File: config.mk
export PLATFORM = sky130hd
export DESIGN_NAME = sync_fifo_wr_arbiter_flat
export DESIGN_NICKNAME = d
export VERILOG_FILES = /design/src/rtl/sync_fifo_wr_arbiter_pkg.sv /design/src/rtl/sync_fifo_wr_arbiter_if.sv /design/src/rtl/sync_fifo_wr_arbiter_rr_picker.sv /design/src/rtl/sync_fifo_wr_arbiter.sv /design/src/flat_wrapper.sv
export SDC_FILE = /design/constraint.sdc
export NUM_CORES = 1
export LEC_CHECK = 0
export ABC_AREA = 1
export CAP_MARGIN = 0
export CORE_ASPECT_RATIO = 1.2
export CORE_UTILIZATION = 35
export CTS_BUF_LIST = sky130_fd_sc_hd__clkbuf_4 sky130_fd_sc_hd__clkbuf_8 sky130_fd_sc_hd__clkbuf_16
export DETAILED_ROUTE_END_ITERATION = 12
export PLACE_DENSITY = 0.79
export SYNTH_ARGS = -nofsm -noshare
export SYNTH_HDL_FRONTEND = slang
export SYNTH_SLANG_ARGS = --single-unit
File: constraint.sdc
create_clock -name clk -period 2 [get_ports clk]
set_clock_uncertainty 0.15 [all_clocks]
set_input_delay 0.4 -clock clk [delete_from_list [all_inputs] [get_ports clk]]
set_output_delay 0.4 -clock clk [all_outputs]
set_load 0.005 [all_outputs]
File: src/rtl/sync_fifo_wr_arbiter_pkg.sv
// Shared definitions for the FIFO write-port arbiter: state encodings
// and the width helper used to size the requester index.
package fifo_pkg;

   localparam logic ARB_IDLE  = 1'b0;
   localparam logic ARB_BURST = 1'b1;

   typedef enum logic {
      S_IDLE  = ARB_IDLE,
      S_BURST = ARB_BURST
   } arb_state_e;

   // Returns at least 1 so a 1-bit index still exists for tiny configs.
   function automatic int clog2(input int value);
      int res;
      res = 0;
      for (int v = value - 1; v > 0; v = v >> 1) begin
         res++;
      end
      return (res < 1) ? 1 : res;
   endfunction

endpackage

File: src/rtl/sync_fifo_wr_arbiter_if.sv
// Bundle of producer-side and FIFO-side signals around the write arbiter.
// The arbiter uses the slave modport; the producers/FIFO model use master.
interface sync_fifo_wr_arbiter_if #(
   parameter int DATA_WIDTH = 8,
   parameter int NUM_REQ    = 4,
   parameter int REQ_IDX_W  = 2
);
   logic [NUM_REQ-1:0]            req;
   logic [NUM_REQ-1:0]            req_last;
   logic [NUM_REQ*DATA_WIDTH-1:0] req_data;
   logic [NUM_REQ-1:0]            gnt;
   logic                          fifo_full;
   logic                          fifo_wr_en;
   logic [DATA_WIDTH-1:0]         fifo_wr_data;
   logic [REQ_IDX_W-1:0]          owner;
   logic                          busy;

   modport slave (
      input  req,
      input  req_last,
      input  req_data,
      input  fifo_full,
      output gnt,
      output fifo_wr_en,
      output fifo_wr_data,
      output owner,
      output busy
   );

   modport master (
      output req,
      output req_last,
      output req_data,
      output fifo_full,
      input  gnt,
      input  fifo_wr_en,
      input  fifo_wr_data,
      input  owner,
      input  busy
   );
endinterface

File: src/rtl/sync_fifo_wr_arbiter_rr_picker.sv
// Combinational round-robin picker: first set request bit strictly after
// last_ptr, wrapping modulo NUM_REQ.
module rr_picker #(
   parameter int NUM_REQ   = 4,
   parameter int REQ_IDX_W = 2
) (
   input  logic [NUM_REQ-1:0]   req,
   input  logic [REQ_IDX_W-1:0] last_ptr,
   output logic                 valid,
   output logic [REQ_IDX_W-1:0] idx
);

   // Scan from the farthest candidate to the nearest so the nearest set bit
   // is the last one written and therefore wins.
   always_comb begin
      valid = 1'b0;
      idx   = '0;
      for (int k = NUM_REQ; k >= 1; k--) begin
         if (req[(int'(last_ptr) + k) % NUM_REQ]) begin
            valid = 1'b1;
            idx   = REQ_IDX_W'((int'(last_ptr) + k) % NUM_REQ);
         end
      end
   end

endmodule

File: src/rtl/sync_fifo_wr_arbiter.sv
// Round-robin arbiter sharing one sync_fifo write port among NUM_REQ
// producers, granting bounded bursts and stalling on fifo_full.
module sync_fifo_wr_arbiter
   import fifo_pkg::*;
#(
   parameter int DATA_WIDTH = 8,
   parameter int NUM_REQ    = 4,
   parameter int REQ_IDX_W  = clog2(NUM_REQ),
   parameter int MAX_BURST  = 4,
   parameter int BURST_W    = 3
) (
   input  logic                   clk,
   input  logic                   rst_n,
   sync_fifo_wr_arbiter_if.slave  bus
);

   localparam logic [BURST_W-1:0] BURST_LAST = BURST_W'(MAX_BURST - 1);

   arb_state_e           state, state_nx;
   logic [REQ_IDX_W-1:0] owner, owner_nx;
   logic [REQ_IDX_W-1:0] last_ptr, last_ptr_nx;
   logic [BURST_W-1:0]   burst_cnt, burst_cnt_nx;

   logic                  pick_valid;
   logic [REQ_IDX_W-1:0]  pick_idx;
   logic                  wr_en_c;
   logic [DATA_WIDTH-1:0] wr_data_c;
   logic [NUM_REQ-1:0]    gnt_c;

   rr_picker #(
      .NUM_REQ   (NUM_REQ),
      .REQ_IDX_W (REQ_IDX_W)
   ) u_picker (
      .req      (bus.req),
      .last_ptr (last_ptr),
      .valid    (pick_valid),
      .idx      (pick_idx)
   );

   always_ff @(posedge clk or negedge rst_n) begin
      if (!rst_n) begin
         state     <= S_IDLE;
         owner     <= '0;
         last_ptr  <= REQ_IDX_W'(NUM_REQ - 1);
         burst_cnt <= '0;
      end else begin
         state     <= state_nx;
         owner     <= owner_nx;
         last_ptr  <= last_ptr_nx;
         burst_cnt <= burst_cnt_nx;
      end
   end

   always_comb begin
      state_nx     = state;
      owner_nx     = owner;
      last_ptr_nx  = last_ptr;
      burst_cnt_nx = burst_cnt;
      wr_en_c      = 1'b0;
      wr_data_c    = '0;
      gnt_c        = '0;
      unique case (state)
         S_IDLE: begin
            if (pick_valid && !bus.fifo_full) begin
               owner_nx     = pick_idx;
               burst_cnt_nx = '0;
               state_nx     = S_BURST;
            end
         end
         S_BURST: begin
            // A withdrawn request closes the burst even while the FIFO is full.
            if (!bus.req[owner]) begin
               last_ptr_nx = owner;
               state_nx    = S_IDLE;
            end else if (!bus.fifo_full) begin
               wr_en_c      = 1'b1;
               wr_data_c    = bus.req_data[int'(owner)*DATA_WIDTH +: DATA_WIDTH];
               gnt_c[owner] = 1'b1;
               burst_cnt_nx = burst_cnt + 1'b1;
               if (bus.req_last[owner] || (burst_cnt == BURST_LAST)) begin
                  last_ptr_nx = owner;
                  state_nx    = S_IDLE;
               end
            end
         end
         default: state_nx = S_IDLE;
      endcase
   end

   assign bus.fifo_wr_en   = wr_en_c;
   assign bus.fifo_wr_data = wr_data_c;
   assign bus.gnt          = gnt_c;
   assign bus.owner        = owner;
   assign bus.busy         = (state == S_BURST);

endmodule

File: src/flat_wrapper.sv
// flat-port wrapper written by rule: the top's interface ports become plain ports
module sync_fifo_wr_arbiter_flat import fifo_pkg::*;
#(
   parameter int DATA_WIDTH = 8,
   parameter int NUM_REQ    = 4,
   parameter int REQ_IDX_W  = clog2(NUM_REQ),
   parameter int MAX_BURST  = 4,
   parameter int BURST_W    = 3
)
  (clk, rst_n, bus_req, bus_req_last, bus_req_data, bus_fifo_full, bus_gnt, bus_fifo_wr_en, bus_fifo_wr_data, bus_owner, bus_busy);
  sync_fifo_wr_arbiter_if #(.DATA_WIDTH(DATA_WIDTH), .NUM_REQ(NUM_REQ), .REQ_IDX_W(REQ_IDX_W)) bus_i ();
  input  logic clk;
  input  logic rst_n;
  input wire logic [$bits(bus_i.req)-1:0] bus_req;
  input wire logic [$bits(bus_i.req_last)-1:0] bus_req_last;
  input wire logic [$bits(bus_i.req_data)-1:0] bus_req_data;
  input wire logic [$bits(bus_i.fifo_full)-1:0] bus_fifo_full;
  output wire logic [$bits(bus_i.gnt)-1:0] bus_gnt;
  output wire logic [$bits(bus_i.fifo_wr_en)-1:0] bus_fifo_wr_en;
  output wire logic [$bits(bus_i.fifo_wr_data)-1:0] bus_fifo_wr_data;
  output wire logic [$bits(bus_i.owner)-1:0] bus_owner;
  output wire logic [$bits(bus_i.busy)-1:0] bus_busy;
  assign bus_i.req = bus_req;
  assign bus_i.req_last = bus_req_last;
  assign bus_i.req_data = bus_req_data;
  assign bus_i.fifo_full = bus_fifo_full;
  assign bus_gnt = bus_i.gnt;
  assign bus_fifo_wr_en = bus_i.fifo_wr_en;
  assign bus_fifo_wr_data = bus_i.fifo_wr_data;
  assign bus_owner = bus_i.owner;
  assign bus_busy = bus_i.busy;
  sync_fifo_wr_arbiter #(.DATA_WIDTH(DATA_WIDTH), .NUM_REQ(NUM_REQ), .REQ_IDX_W(REQ_IDX_W), .MAX_BURST(MAX_BURST), .BURST_W(BURST_W)) u_core (.clk(clk), .rst_n(rst_n), .bus(bus_i));
endmodule
==> results.json <==
{
  "dpl_cell_area_mm2": 0.00162,
  "reg2regPathDepth": 12,
  "cts_max_path_buffers": 2,
  "hpwl_um": 2670,
  "place.gp.congestion": 0.714,
  "ff_latch_area_um2": 205,
  "tightestPinTransition_ps": 364,
  "critPathMaxFanout": 5,
  "viasPerCell": 5.07,
  "dieArea_mm2": 0.00270,
  "initial_core_util_pct": 37.4,
  "numPortBuffers": 58,
  "fin_crit_sh_pct": 111,
  "fp.coreArea_mm2": 0.00233,
  "fin_ws_ps": -224,
  "ys.flop_type": "dfrtp_1",
  "r2r_end": "u_core.burst_cnt[0]",
  "cp_data_required_time_ps": 1450,
  "nFillCells": 174,
  "ys_warn_count": 0,
  "grt_pass1_vias": 1193,
  "die_y_um": 56.7,
  "r2r-start": "u_core.bus.owner[1]",
  "synth_cell_type_count": 18,
  "synth_seq_cells": 8,
  "wl_per_cell_um": 13.7,
  "grt_usage_pct": 25.3,
  "vdd_ir_drop_max_uv": 898,
  "io_pins": 59,
  "die_w_um": 47.6,
  "syn_inst": 153,
  "via_count": 1370,
  "synth_area_leader_cell": "nand2_1",
  "num_rows": 19,
  "dr.pass1.iters": 4,
  "cp.arrival_ps": 1670,
  "overflow": 0,
  "clk_pin_slew_ps": 50,
  "grt_setup_unrepaired": "yes",
  "yosys-top-cells-area": "nand2_1 (27%), dfrtp_1 (17%), nand3_1 (8.6%)",
  "drtIter0Drc": 40,
  "yosysTopAreaCellShare_pct": 26.7,
  "yosysMostFrequentCell": "nand2_1",
  "antenna_found_initial": 0,
  "clock_sinks": 8,
  "drv_slew": 0,
  "p_per_area_mw_per_mm2": 1140,
  "nNetsFinal": 286,
  "cts_tree": "yes",
  "synth_fp_nets": 198,
  "hold_viol": 0,
  "synth_common_cells": "nand2_1 (62), inv_1 (19), nand3_1 (15), nor2_1 (15), o21ai_0 (10)",
  "syn_area_um2": 872,
  "rrSetupSlack_ps": 90,
  "cts_root_buf": "clkbuf_4",
  "max_freq_mhz": 450,
  "multi_input_area_um2": 661,
  "fin_cells": 270,
  "async_flop_share_pct": 100,
  "start_kind": "flip-flop",
  "ys_seq_area_share_pct": 23.2,
  "status": "finished with violations",
  "htree_levels": 1,
  "grt_max_degree": 11,
  "ant_nets": 0,
  "violations": "negative setup slack",
  "grt_pass1_wl_um": 5100,
  "syn2layout_area_growth_pct": 102,
  "dp.cells": 258,
  "setup_viol": 13,
  "critPathKind": "reg -> out",
  "num_antenna_cells": 0,
  "design_area_mm2": 0.00176,
  "cts_buffers": 3,
  "fin_tns_setup_ps": -1810,
  "worst_setup_path_end_kind": "output pin",
  "drive_gt1_share_pct": 28.9,
  "finalCriticalPeriod_ps": 2220,
  "totalWireLength_um": 3710,
  "avgSynthCellArea_um2": 5.70,
  "synth_edf_count": 0,
  "p_leak_nw": 0.907,
  "drc": 0,
  "slew_headroom_pct": 75.7,
  "drv_cap": 0,
  "min_path_type": "in -> async",
  "finish.utilization_pct": 75.6,
  "clk_latency_ps": 240
}
[metal layers]
metal	track usage, %	vias up	part of all wire (%)
met3	5.79	8	11
met2	44.2	67	48
met1	29.0	620	40
li1	-	675	-
met5	0	-	0
met4	7.94	0	1.4
[through the flow]
step                hold WS (ps)  total power [mW]  setup WS [ps]
floorplan                  -45.6              1.02           65.2
global placement             331              1.57           -638
detailed placement           349              1.62           -723
CTS                          292              1.82           -192
global route                 301              2.16           -311
finish                       284              2.00           -224
[placed cells by master, fill, tap and decap left out, drive strengths merged]
master         netlist  final
dfrtp                6      6
dfstp                2      2
nor2                17     17
o21ai               10     10
dlygate4sd2          0      4
buf                  2     40
clkbuf               0      3
a31oi                1      1
o21bai               1      1
nand3               16     16
nor3                 2      2
a21oi                1      1
a221oi               8      8
nand2               62     62
inv                 22     22
clkdlybuf4s50        0     41
nand4                1      1
ha                   2      2
[critical path, stage by stage (launching register included)]
cell	delay, ps
dfrtp_2	440
inv_2	80
nor2_4	100
nand2_1	50
nand4_1	150
nand3_4	110
buf_6	140
buf_6	110
nor2_1	100
buf_2	150
[how the worst max path moves through the flow]
stage / to / from / cells past startpoint / slack (ps)
2_1_floorplan: bus_fifo_wr_data[0] / u_core.bus.owner[1] / 7 / 70
6_report: bus_fifo_wr_data[4] / u_core.bus.owner[0] / 9 / -220
3_5_place_dp: bus_gnt[1] / bus_req[0] / 6 / -720
3_3_place_gp: bus_gnt[2] / bus_req[0] / 6 / -640
4_1_cts: bus_fifo_wr_data[5] / u_core.bus.owner[1] / 9 / -190
5_1_grt: bus_fifo_wr_data[4] / u_core.bus.owner[1] / 9 / -310
[power by group]
| group | total (mW) | switching [mW] | internal (mW) | leakage (nW) |
|---|---|---|---|---|
| Combinational | 1.54 | 0.816 | 0.720 | 0.797 |
| Clock | 0.118 | 0.0497 | 0.0683 | 0.0138 |
| Sequential | 0.351 | 0.106 | 0.245 | 0.0963 |
[registers in the layout (all words and copies together), names as in the netlist]
name / cells
u_core.last_ptr: 2
u_core.bus.busy: 1
u_core.bus.owner: 2
u_core.burst_cnt: 3
[kinds of logic (layout without fill, tap and decap cells)]
logic type      Yosys count  count (layout)  share of synthesized area (%)
simple gates             98              98                           47.3
buf+inv                  24             110                           10.6
compound gates           21              21                           15.9
flops                     8               8                           23.2
fa+ha+maj                 2               2                           2.87
[repair_timing]
| action | CTS | global route |
|---|---|---|
| hold buffers | 0 | 0 |
| resized for setup | 70 | 17 |
| pin swaps | 11 | 4 |
| setup endpoints to repair | 13 | 13 |
| setup buffers | 7 | 2 |
[area by class of cell]
type                       count  area share [%]
timing repair buffer          85            42.4
clock buffer                   3            1.28
multi-input combinational    121            37.5
sequential                     8            11.7
inverter                      22            4.98
tap                           31            2.20
No activity file was read; power rests on OpenSTA's default activity.
